## config.mk

```make
export PLATFORM = sky130hd
export DESIGN_NAME = sd_mode_ctrl
export DESIGN_NICKNAME = d
export VERILOG_FILES = /design/src/rtl/sd_mode_ctrl.sv
export SDC_FILE = /design/constraint.sdc
export NUM_CORES = 1
export LEC_CHECK = 0
export ABC_CLOCK_PERIOD_IN_PS = 5460
export CELL_PAD_IN_SITES_DETAIL_PLACEMENT = 1
export CELL_PAD_IN_SITES_GLOBAL_PLACEMENT = 2
export CORE_MARGIN = 4
export CORE_UTILIZATION = 38
export DETAILED_ROUTE_END_ITERATION = 16
export PLACE_DENSITY_LB_ADDON = 0.2
export SLEW_MARGIN = 30
export SYNTH_ARGS = -nofsm -noshare
export SYNTH_HDL_FRONTEND = slang
export SYNTH_SLANG_ARGS = --single-unit
```

## constraint.sdc

```tcl
create_clock -name clk_x2 -period 5.46 [get_ports clk_x2]
set_input_delay 1.092 -clock clk_x2 [delete_from_list [all_inputs] [get_ports clk_x2]]
set_output_delay 1.092 -clock clk_x2 [all_outputs]
set_load 0.01 [all_outputs]
```

## src/rtl/sd_mode_ctrl.sv

```systemverilog
// sd_mode_ctrl: measures line period and lines/frame, qualifies a stable mode and gates the scandoubled path; optional SD_CTRL_AUTOBYPASS_EN bypasses 31 kHz sources.
// Latency: inputs registered then edge-detected (2 cycles), locked trails the FSM by 1 cycle; no backpressure, paced by the video timing.
module sd_mode_ctrl #(
    parameter int CNT_W         = 11,
    parameter int TOL           = 2,
    parameter int LOCK_FRAMES   = 4,
    parameter int LOSS_FRAMES   = 2,
    parameter int MIN_LINES     = 240,
    parameter int MAX_LINES     = 330,
    parameter int BYPASS_PERIOD = 900
) (
    input  logic             clk_x2,
    input  logic             reset,
    input  logic             hs_in,
    input  logic             vs_in,
    input  logic [1:0]       scanlines_req,
    input  logic             sd_disable,
    output logic [CNT_W-1:0] hs_period,
    output logic [9:0]       lines,
    output logic             locked,
    output logic             sd_active,
    output logic [1:0]       scanlines
);
    typedef enum logic [1:0] {ST_SEARCH, ST_VERIFY, ST_LOCKED, ST_LOST} state_t;

    localparam logic [CNT_W-1:0] CNT_MAX  = {CNT_W{1'b1}};
    localparam logic [CNT_W-1:0] TOL_C    = CNT_W'(TOL);
    localparam logic [CNT_W-1:0] BYP_LIM  = CNT_W'(BYPASS_PERIOD);
    localparam logic [9:0]       LINE_MAX = 10'h3FF;
    localparam logic [9:0]       MIN_L    = 10'(MIN_LINES);
    localparam logic [9:0]       MAX_L    = 10'(MAX_LINES);
    localparam logic [3:0]       LOCK_N   = 4'(LOCK_FRAMES);
    localparam logic [3:0]       LOSS_N   = 4'(LOSS_FRAMES);
`ifdef SD_CTRL_AUTOBYPASS_EN
    localparam bit AUTOBYPASS = 1'b1;
`else
    localparam bit AUTOBYPASS = 1'b0;
`endif

    logic             hs_q, hs_d, hs_prev_q, hs_prev_d;
    logic             vs_q, vs_d, vs_prev_q, vs_prev_d;
    logic [CNT_W-1:0] hcnt_q, hcnt_d, prev_period_q, prev_period_d, hs_period_q, hs_period_d;
    logic [9:0]       lcnt_q, lcnt_d, prev_lines_q, prev_lines_d, lines_q, lines_d;
    logic             frame_bad_q, frame_bad_d;
    state_t           state_q, state_d;
    logic [3:0]       good_q, good_d, miss_q, miss_d;
    logic             locked_q, locked_d, sd_active_q, sd_active_d;
    logic [1:0]       scanlines_q, scanlines_d;

    logic             hs_fall, vs_fall, timeout, line_ok, bad_inc, frame_ok, bypass;
    logic [CNT_W-1:0] cur_period, period_diff, last_period;
    logic [9:0]       lcnt_inc;

    always_comb begin
        hs_d      = hs_in;
        hs_prev_d = hs_q;
        vs_d      = vs_in;
        vs_prev_d = vs_q;
    end

    assign hs_fall = hs_prev_q & ~hs_q;
    assign vs_fall = vs_prev_q & ~vs_q;
    assign timeout = (hcnt_q == CNT_MAX);

    // The capture cycle itself is counted, so a line of P cycles measures P.
    always_comb begin
        cur_period  = timeout ? CNT_MAX : hcnt_q + 1'b1;
        period_diff = (cur_period >= prev_period_q) ? cur_period - prev_period_q
                                                    : prev_period_q - cur_period;
        line_ok     = (period_diff <= TOL_C);
        lcnt_inc    = lcnt_q;
        bad_inc     = frame_bad_q;
        last_period = prev_period_q;
        if (hs_fall) begin
            lcnt_inc    = (lcnt_q == LINE_MAX) ? lcnt_q : lcnt_q + 1'b1;
            bad_inc     = frame_bad_q | ~line_ok;
            last_period = cur_period;
        end
        frame_ok = ~bad_inc && (lcnt_inc >= MIN_L) && (lcnt_inc <= MAX_L)
                   && (lcnt_inc == prev_lines_q);
    end

    always_comb begin
        hcnt_d        = hs_fall ? '0 : cur_period;
        prev_period_d = last_period;
        lcnt_d        = lcnt_inc;
        frame_bad_d   = bad_inc;
        prev_lines_d  = prev_lines_q;
        if (vs_fall) begin
            lcnt_d       = '0;
            frame_bad_d  = 1'b0;
            prev_lines_d = lcnt_inc;
        end
    end

    // Loss of hsync overrides any frame verdict arriving in the same cycle.
    always_comb begin
        state_d = state_q;
        good_d  = good_q;
        miss_d  = miss_q;
        if (timeout) begin
            state_d = ST_SEARCH;
            good_d  = '0;
            miss_d  = '0;
        end else if (vs_fall) begin
            unique case (state_q)
                ST_SEARCH: if (frame_ok) begin
                    good_d  = 4'd1;
                    state_d = (LOCK_N == 4'd1) ? ST_LOCKED : ST_VERIFY;
                end
                ST_VERIFY: if (frame_ok) begin
                    good_d = good_q + 4'd1;
                    if (good_q + 4'd1 == LOCK_N) state_d = ST_LOCKED;
                end else begin
                    good_d  = '0;
                    state_d = ST_SEARCH;
                end
                ST_LOCKED: if (!frame_ok) begin
                    miss_d  = 4'd1;
                    state_d = (LOSS_N == 4'd1) ? ST_SEARCH : ST_LOST;
                end
                ST_LOST: if (frame_ok) begin
                    miss_d  = '0;
                    state_d = ST_LOCKED;
                end else if (miss_q + 4'd1 == LOSS_N) begin
                    miss_d  = '0;
                    state_d = ST_SEARCH;
                end else begin
                    miss_d = miss_q + 4'd1;
                end
                default: state_d = ST_SEARCH;
            endcase
        end
    end

    always_comb begin
        hs_period_d = hs_period_q;
        lines_d     = lines_q;
        if (state_d == ST_LOCKED && state_q != ST_LOCKED) begin
            hs_period_d = last_period;
            lines_d     = lcnt_inc;
        end
        locked_d = (state_q == ST_LOCKED) || (state_q == ST_LOST);
        bypass   = AUTOBYPASS && locked_q && (hs_period_q < BYP_LIM);
        sd_active_d = sd_active_q;
        if (!locked_q || sd_disable || bypass) sd_active_d = 1'b0;
        else if (vs_fall)                      sd_active_d = 1'b1;
        // Scanline level only moves on a frame boundary, except when the path shuts off.
        scanlines_d = scanlines_q;
        if (!sd_active_d)  scanlines_d = 2'b00;
        else if (vs_fall)  scanlines_d = scanlines_req;
    end

    always_ff @(posedge clk_x2 or posedge reset) begin
        if (reset) begin
            hs_q          <= 1'b0;
            hs_prev_q     <= 1'b0;
            vs_q          <= 1'b0;
            vs_prev_q     <= 1'b0;
            hcnt_q        <= '0;
            prev_period_q <= '0;
            hs_period_q   <= '0;
            lcnt_q        <= '0;
            prev_lines_q  <= '0;
            lines_q       <= '0;
            frame_bad_q   <= 1'b0;
            state_q       <= ST_SEARCH;
            good_q        <= '0;
            miss_q        <= '0;
            locked_q      <= 1'b0;
            sd_active_q   <= 1'b0;
            scanlines_q   <= '0;
        end else begin
            hs_q          <= hs_d;
            hs_prev_q     <= hs_prev_d;
            vs_q          <= vs_d;
            vs_prev_q     <= vs_prev_d;
            hcnt_q        <= hcnt_d;
            prev_period_q <= prev_period_d;
            hs_period_q   <= hs_period_d;
            lcnt_q        <= lcnt_d;
            prev_lines_q  <= prev_lines_d;
            lines_q       <= lines_d;
            frame_bad_q   <= frame_bad_d;
            state_q       <= state_d;
            good_q        <= good_d;
            miss_q        <= miss_d;
            locked_q      <= locked_d;
            sd_active_q   <= sd_active_d;
            scanlines_q   <= scanlines_d;
        end
    end

    assign hs_period = hs_period_q;
    assign lines     = lines_q;
    assign locked    = locked_q;
    assign sd_active = sd_active_q;
    assign scanlines = scanlines_q;
endmodule

```

## Word-level counts from Yosys, hierarchy flattened

Index checks and enable logic that the tools add are counted.

- Memories: 0
- Input bits: 7
- Latch bits: 0
- Memory bits (read-only): 0
- Flip-flop bits (word level): 82
- Memory bits (writable): 0

- Mux-type cells: 33
- $mul: 0
- Reduce and logical (&&, ||, !) cells: 13
- Equal/unequal tests: 13
- Shift-type cells: 0
- Divide/modulo/power cells: 0
- Add/subtract/negate cells: 6
- Order comparisons: 4
- Bitwise gates (word level): 7

Operator list:

| cell | number |
|---|---|
| 11-bit two-way mux | 4 |
| 4-bit two-way mux | 9 |
| 10-bit two-way mux | 3 |
| 11-bit subtractor | 2 |
| 2-bit two-way mux | 10 |
| 4-bit case mux with 2 select lines | 2 |
| 11-bit by 1-bit adder with 11-bit output, second input constant | 1 |
| 11-bit equality test, second input constant | 1 |
| 11-bit >= comparator | 1 |
| 11-bit by 2-bit <= comparator with 1-bit output, second input constant | 1 |
| 10-bit by 1-bit adder with 10-bit output, second input constant | 1 |
| 10-bit equality test | 1 |
| 10-bit equality test, second input constant | 1 |
| 10-bit by 8-bit >= comparator with 1-bit output, second input constant | 1 |
| 10-bit by 9-bit <= comparator with 1-bit output, second input constant | 1 |
| 4-bit by 1-bit adder with 4-bit output, second input constant | 2 |
| 2-bit case mux with 4 select lines | 1 |
| 2-bit equality test, second input constant | 3 |
| 3-bit inequality test, second input constant | 2 |
| 3-bit AND reduction | 2 |
| 3-bit nonzero test | 2 |
| 4-bit by 2-bit equality test with 1-bit output, second input constant | 1 |
| 4-bit by 3-bit equality test with 1-bit output, second input constant | 1 |
| 1-bit logical AND | 4 |
| other kinds (11) | 19 |

## Logic depth before layout (Yosys ltp)

- Word-level depth: 18
- Gate-level depth with buffers: 23

## Least setup slack after synthesis

No wires, ideal clock.

- Kind: flip-flop to flip-flop
- Start point: register hcnt_q[3]
- End point: register hs_period_q[10], in the netlist hs_period[10]
- Slack: 573 ps
- Data required time: 5335 ps
- Cell stages (with the launch flop): 24
- Arrival time: 4762 ps
- Setup time: 125 ps
- Buffers on the path: 4
- Clock period less this slack: 4887 ps
- Cells stage by stage: dfrtp_1 > and3_1 > and3_1 > nand3_1 > nor2_1 > and2_1 > clkbuf_1 > clkbuf_1 > nor2_1 > inv_1 > ha_1 > buf_2 > nand4_2 > or4_1 > a21o_1 > o21ai_2 > mux2i_1 > xor2_1 > o2111ai_1 > a211oi_4 > a21o_1 > o2111a_2 > buf_8 > mux2_4

- Cells in the longest elaborated chain, start to end: 18

RTL lines:

| item | line | text |
|---|---|---|
| start, declared | 42 | `logic [CNT_W-1:0] hcnt_q, hcnt_d, prev_period_q, prev_period_d, hs_period_q, hs_period_d;` |
| start signal, assigned | 178 | `hcnt_q <= hcnt_d;` |
| 11-bit by 1-bit adder with 11-bit output or 11-bit equality test (tied branches) | 67, 63 |  |
| 11-bit two-way mux | 67 | `cur_period = timeout ? CNT_MAX : hcnt_q + 1'b1;` |
| 11-bit subtractor, or another cell as far along | 69 | `: prev_period_q - cur_period;` |
| 11-bit two-way mux | 68 | `period_diff = (cur_period >= prev_period_q) ? cur_period - prev_period_q` |
| 11-bit by 2-bit <= comparator with 1-bit output | 70 | `line_ok = (period_diff <= TOL_C);` |
| 1-bit NOT | 76 | `bad_inc = frame_bad_q \| ~line_ok;` |
| 1-bit OR | 76 |  |
| 1-bit two-way mux | 74 | `if (hs_fall) begin` |
| 1-bit NOT | 79 | `frame_ok = ~bad_inc && (lcnt_inc >= MIN_L) && (lcnt_inc <= MAX_L)` |
| 1-bit logical AND (2 in a row) | 79 |  |
| 1-bit logical AND | 80 | `&& (lcnt_inc == prev_lines_q);` |
| 2-bit two-way mux (on tied branches) | - |  |
| 2-bit case mux with 4 select lines | 106 | `unique case (state_q)` |
| 2-bit two-way mux | 105 | `end else if (vs_fall) begin` |
| 2-bit two-way mux | 101 | `if (timeout) begin` |
| 2-bit equality test | 139 | `if (state_d == ST_LOCKED && state_q != ST_LOCKED) begin` |
| 1-bit logical AND | 139 |  |
| end signal, assigned | 180 | `hs_period_q <= hs_period_d;` |
| end, declared | 42 |  |

Parallel ways exist; a longest one is shown, timed or not.
A chain may end at the register's enable or synchronous reset.

## Final worst setup path

- Start point: register hcnt_q[3]
- End point: register hs_period_q[4], in the netlist hs_period[4]

The elaborated chain is that of the path after synthesis.

==> impl_metrics.ini <==
[placement]
dp.cells = 752
port_buffers = 31
dpl_cell_area_um2 = 5710
dp_hpwl_mm = 9.92
gp_congestion = 0.845

[cells_and_area]
num-fill-cells = 1569
final_design_area_no_fill_um2 = 6080
final_layout_size_suffix_gt1_frac = 0.130
final_cell_mix = dfrtp_1, nand2_1, nor2_1
area_growth_pct = 16.8
antennaDiodeCount = 0
final_common_cell = dfrtp_1
stdcell_count = 770
layout.nets = 625

[yosys]
synth.area.top_cells = dfrtp_1, ha_1, nand2_1
synthArstFlopShare = 1.00
ys_ff_latch = 82
synth.distinct_cells = 74
ys_seq_area_frac = 0.395
synth-edff-count = 0
syn_area_um2 = 5200
synthFlopType = dfrtp_1
avgSynthCellArea_um2 = 9.34
synth_top_area_cell = dfrtp_1
synth_warnings = 0
netlist_instances = 557
syn_nets = 593
synth_top_area_frac = 0.395

[power_and_ir_drop]
p_comb_frac = 0.467
switching_share = 0.374
clkPwrFrac = 0.244
p_int_mw = 1.69
peakVddDrop_mv = 0.235
power.density_nw_per_um2 = 444
switching_power_mw = 1.01
p_leak_nw = 2.78
sequentialPowerShare = 0.290
p_total_mw = 2.70

[global_routing]
grt_pass1_vias = 4380
grtUsageTotal = 0.175
grt_max_degree = 53
antenna_found_initial = 0
grt_pass1_wl_mm = 22.5
grt_overflow = 0

[clocking]
path_clk_slew_ps = 60
clock-sinks = 82
clock-root-buffer = clkbuf_16
cts_max_level = 3
postCtsHoldBufs = 0
clk-insertion-delay-late_ps = 350
numCtsBuffers = 9
cts_tree = done
clock_tree.buffer_depth = 2

[sta]
slew_viol_final = 0
finalSetupViolCount = 0
worstMarginPinSlew_ps = 922
slew-limit-headroom = 0.385
finalCritPeriodShare = 0.947
clock_skew_ps = 4.23
clock.fmax_mhz = 193
hold_viol = 0
fin_crit_ps = 5170

[routing]
wl_mm = 13.2
viasPerCell = 5.28
wl_per_cell_um = 17.2
drt_iter0_drc = 179
drc_errors = 0
ant_nets = 0
drtPass1Iterations = 4
vias = 4067

[floorplan]
core_area_um2 = 13300
start_util = 0.390
die_h_um = 125
die-area_um2 = 15600
num_io_pins = 32
rows = 42
die_x_um = 125

[outcome]
outcome = complete, no violations

[setup_path]
path_class = reg2reg
critPathLaunchType = flop
crit_required_ps = 5690
crit_arrival_ps = 5400
worstSetupEndpointType = flop
cp_max_fo = 16

[worst_hold_path]
holdCritPathClass = reg2reg

[flow_run]
drv_cap = 0
==> worst max-delay path, cell delays in order, from the launching register on <==
cell	delay [ps]
dfrtp_1	410
and3_1	210
and3_1	210
nand3_1	110
nor2_1	70
and2_2	310
nor2_1	260
inv_1	80
ha_2	420
nand4_2	140
or4_1	520
a21o_1	210
o21ai_2	110
mux2i_1	270
xor2_1	170
o2111ai_1	270
a21oi_2	270
and4_1	240
o2111a_2	290
buf_12	170
mux2_4	310
==> kinds of logic (layout without fill, tap and decap cells) <==
family / Yosys count / in the layout / share of synthesized area
AND/OR/NAND/NOR: 201 / 201 / 0.198
AO/OA/AOI/OAI: 118 / 118 / 0.153
flip-flops: 82 / 82 / 0.395
buffers and inverters: 70 / 107 / 0.0625
multiplexers: 31 / 31 / 0.0719
adder cells (fa/ha/maj): 29 / 29 / 0.0726
XOR/XNOR: 26 / 26 / 0.0464
==> final cells by class <==
type | count | area (µm²) | area share
timing repair buffer | 46 | 460 | 0.0758
clock buffer | 11 | 243 | 0.0399
multi-input combinational | 405 | 2850 | 0.469
sequential | 82 | 2050 | 0.338
inverter | 45 | 171 | 0.0282
tap | 176 | 220 | 0.0362
clock inverter | 5 | 77.6 | 0.0128
==> final timing paths <==
check / startpoint / end / slack (ps) / cells past startpoint
max in group asynchronous: reset / hcnt_q[1]$_DFF_PP0_ / 3370 / 3
min reg2reg: vs_prev_d$_DFF_PP0_ / vs_prev_q$_DFF_PP0_ / 390 / 0
max: hcnt_q[3]$_DFF_PP0_ / hs_period[4]$_DFFE_PP0P_ / 290 / 20
min: vs_prev_d$_DFF_PP0_ / vs_prev_q$_DFF_PP0_ / 390 / 0
max reg2reg: hcnt_q[3]$_DFF_PP0_ / hs_period[4]$_DFFE_PP0P_ / 290 / 20
min in group asynchronous: reset / prev_period_q[2]$_DFF_PP0_ / 1210 / 2
==> sequential cells by signal (all words and copies together) (netlist names) <==
name           flops
vs_prev_d          1
sd_active          1
hs_prev_q          1
locked             1
prev_period_q     11
miss_q             4
prev_lines_q      10
hs_period         11
vs_prev_q          1
hcnt_q            11
state_q            2
frame_bad_q        1
scanlines          2
hs_prev_d          1
good_q             4
lines             10
lcnt_q            10
==> power groups by stage <==
stage | sequential, mW | combinational [mW] | clock (mW)
4_1_cts | 0.782 | 1.26 | 0.679
6_report | 0.781 | 1.26 | 0.657
2_1_floorplan | 0.768 | 0.931 | 0
3_3_place_gp | 0.787 | 1.25 | 0
3_5_place_dp | 0.789 | 1.26 | 0
5_1_grt | 0.798 | 1.39 | 0.705
==> timing repair <==
action / 4_1_cts / 5_1_grt
endpoints found under the setup margin: 0 / 22
gates resized for setup: 0 / 10
setup buffers: 0 / 2
==> stage by stage <==
step / hold slack [ps] / setup WS (ps) / utilization / TNS (ps)
2_1_floorplan: 366 / 573 / - / 0
3_3_place_gp: 379 / 238 / 0.428 / 0
3_5_place_dp: 385 / 25.2 / 0.428 / 0
4_1_cts: 398 / 3.74 / 0.452 / 0
5_1_grt: 405 / -0.423 / 0.455 / -0.423
6_report: 395 / 291 / 0.455 / 0
==> synth_stat cells (4+ instances only) <==
cell	n
nor2b_1	9
inv_1	44
mux2i_1	16
nor3_1	8
nand3_1	18
a211oi_1	5
o2111ai_1	4
dfrtp_1	82
nand2b_1	9
nand3b_1	5
and3_1	5
a31oi_1	7
buf_4	4
a21oi_1	23
buf_2	4
xor2_1	9
mux2_4	12
a21o_1	8
nand4_1	4
nor2_1	53
ha_1	27
xnor2_1	16
o21bai_1	4
o21ai_0	35
nand2_1	59
clkbuf_1	13
==> per-layer routing <==
layer | part of all wire | wire [µm] | GRT usage | vias up
met1 | 0.49 | 6450 | 0.239 | 2003
met5 | 0 | 0 | 0 | -
met3 | 0.035 | 465 | 0.0388 | 12
met2 | 0.47 | 6160 | 0.284 | 59
met4 | 0.012 | 157 | 0.0466 | 0
li1 | - | - | - | 1993
(Power assumes the default switching activity.)
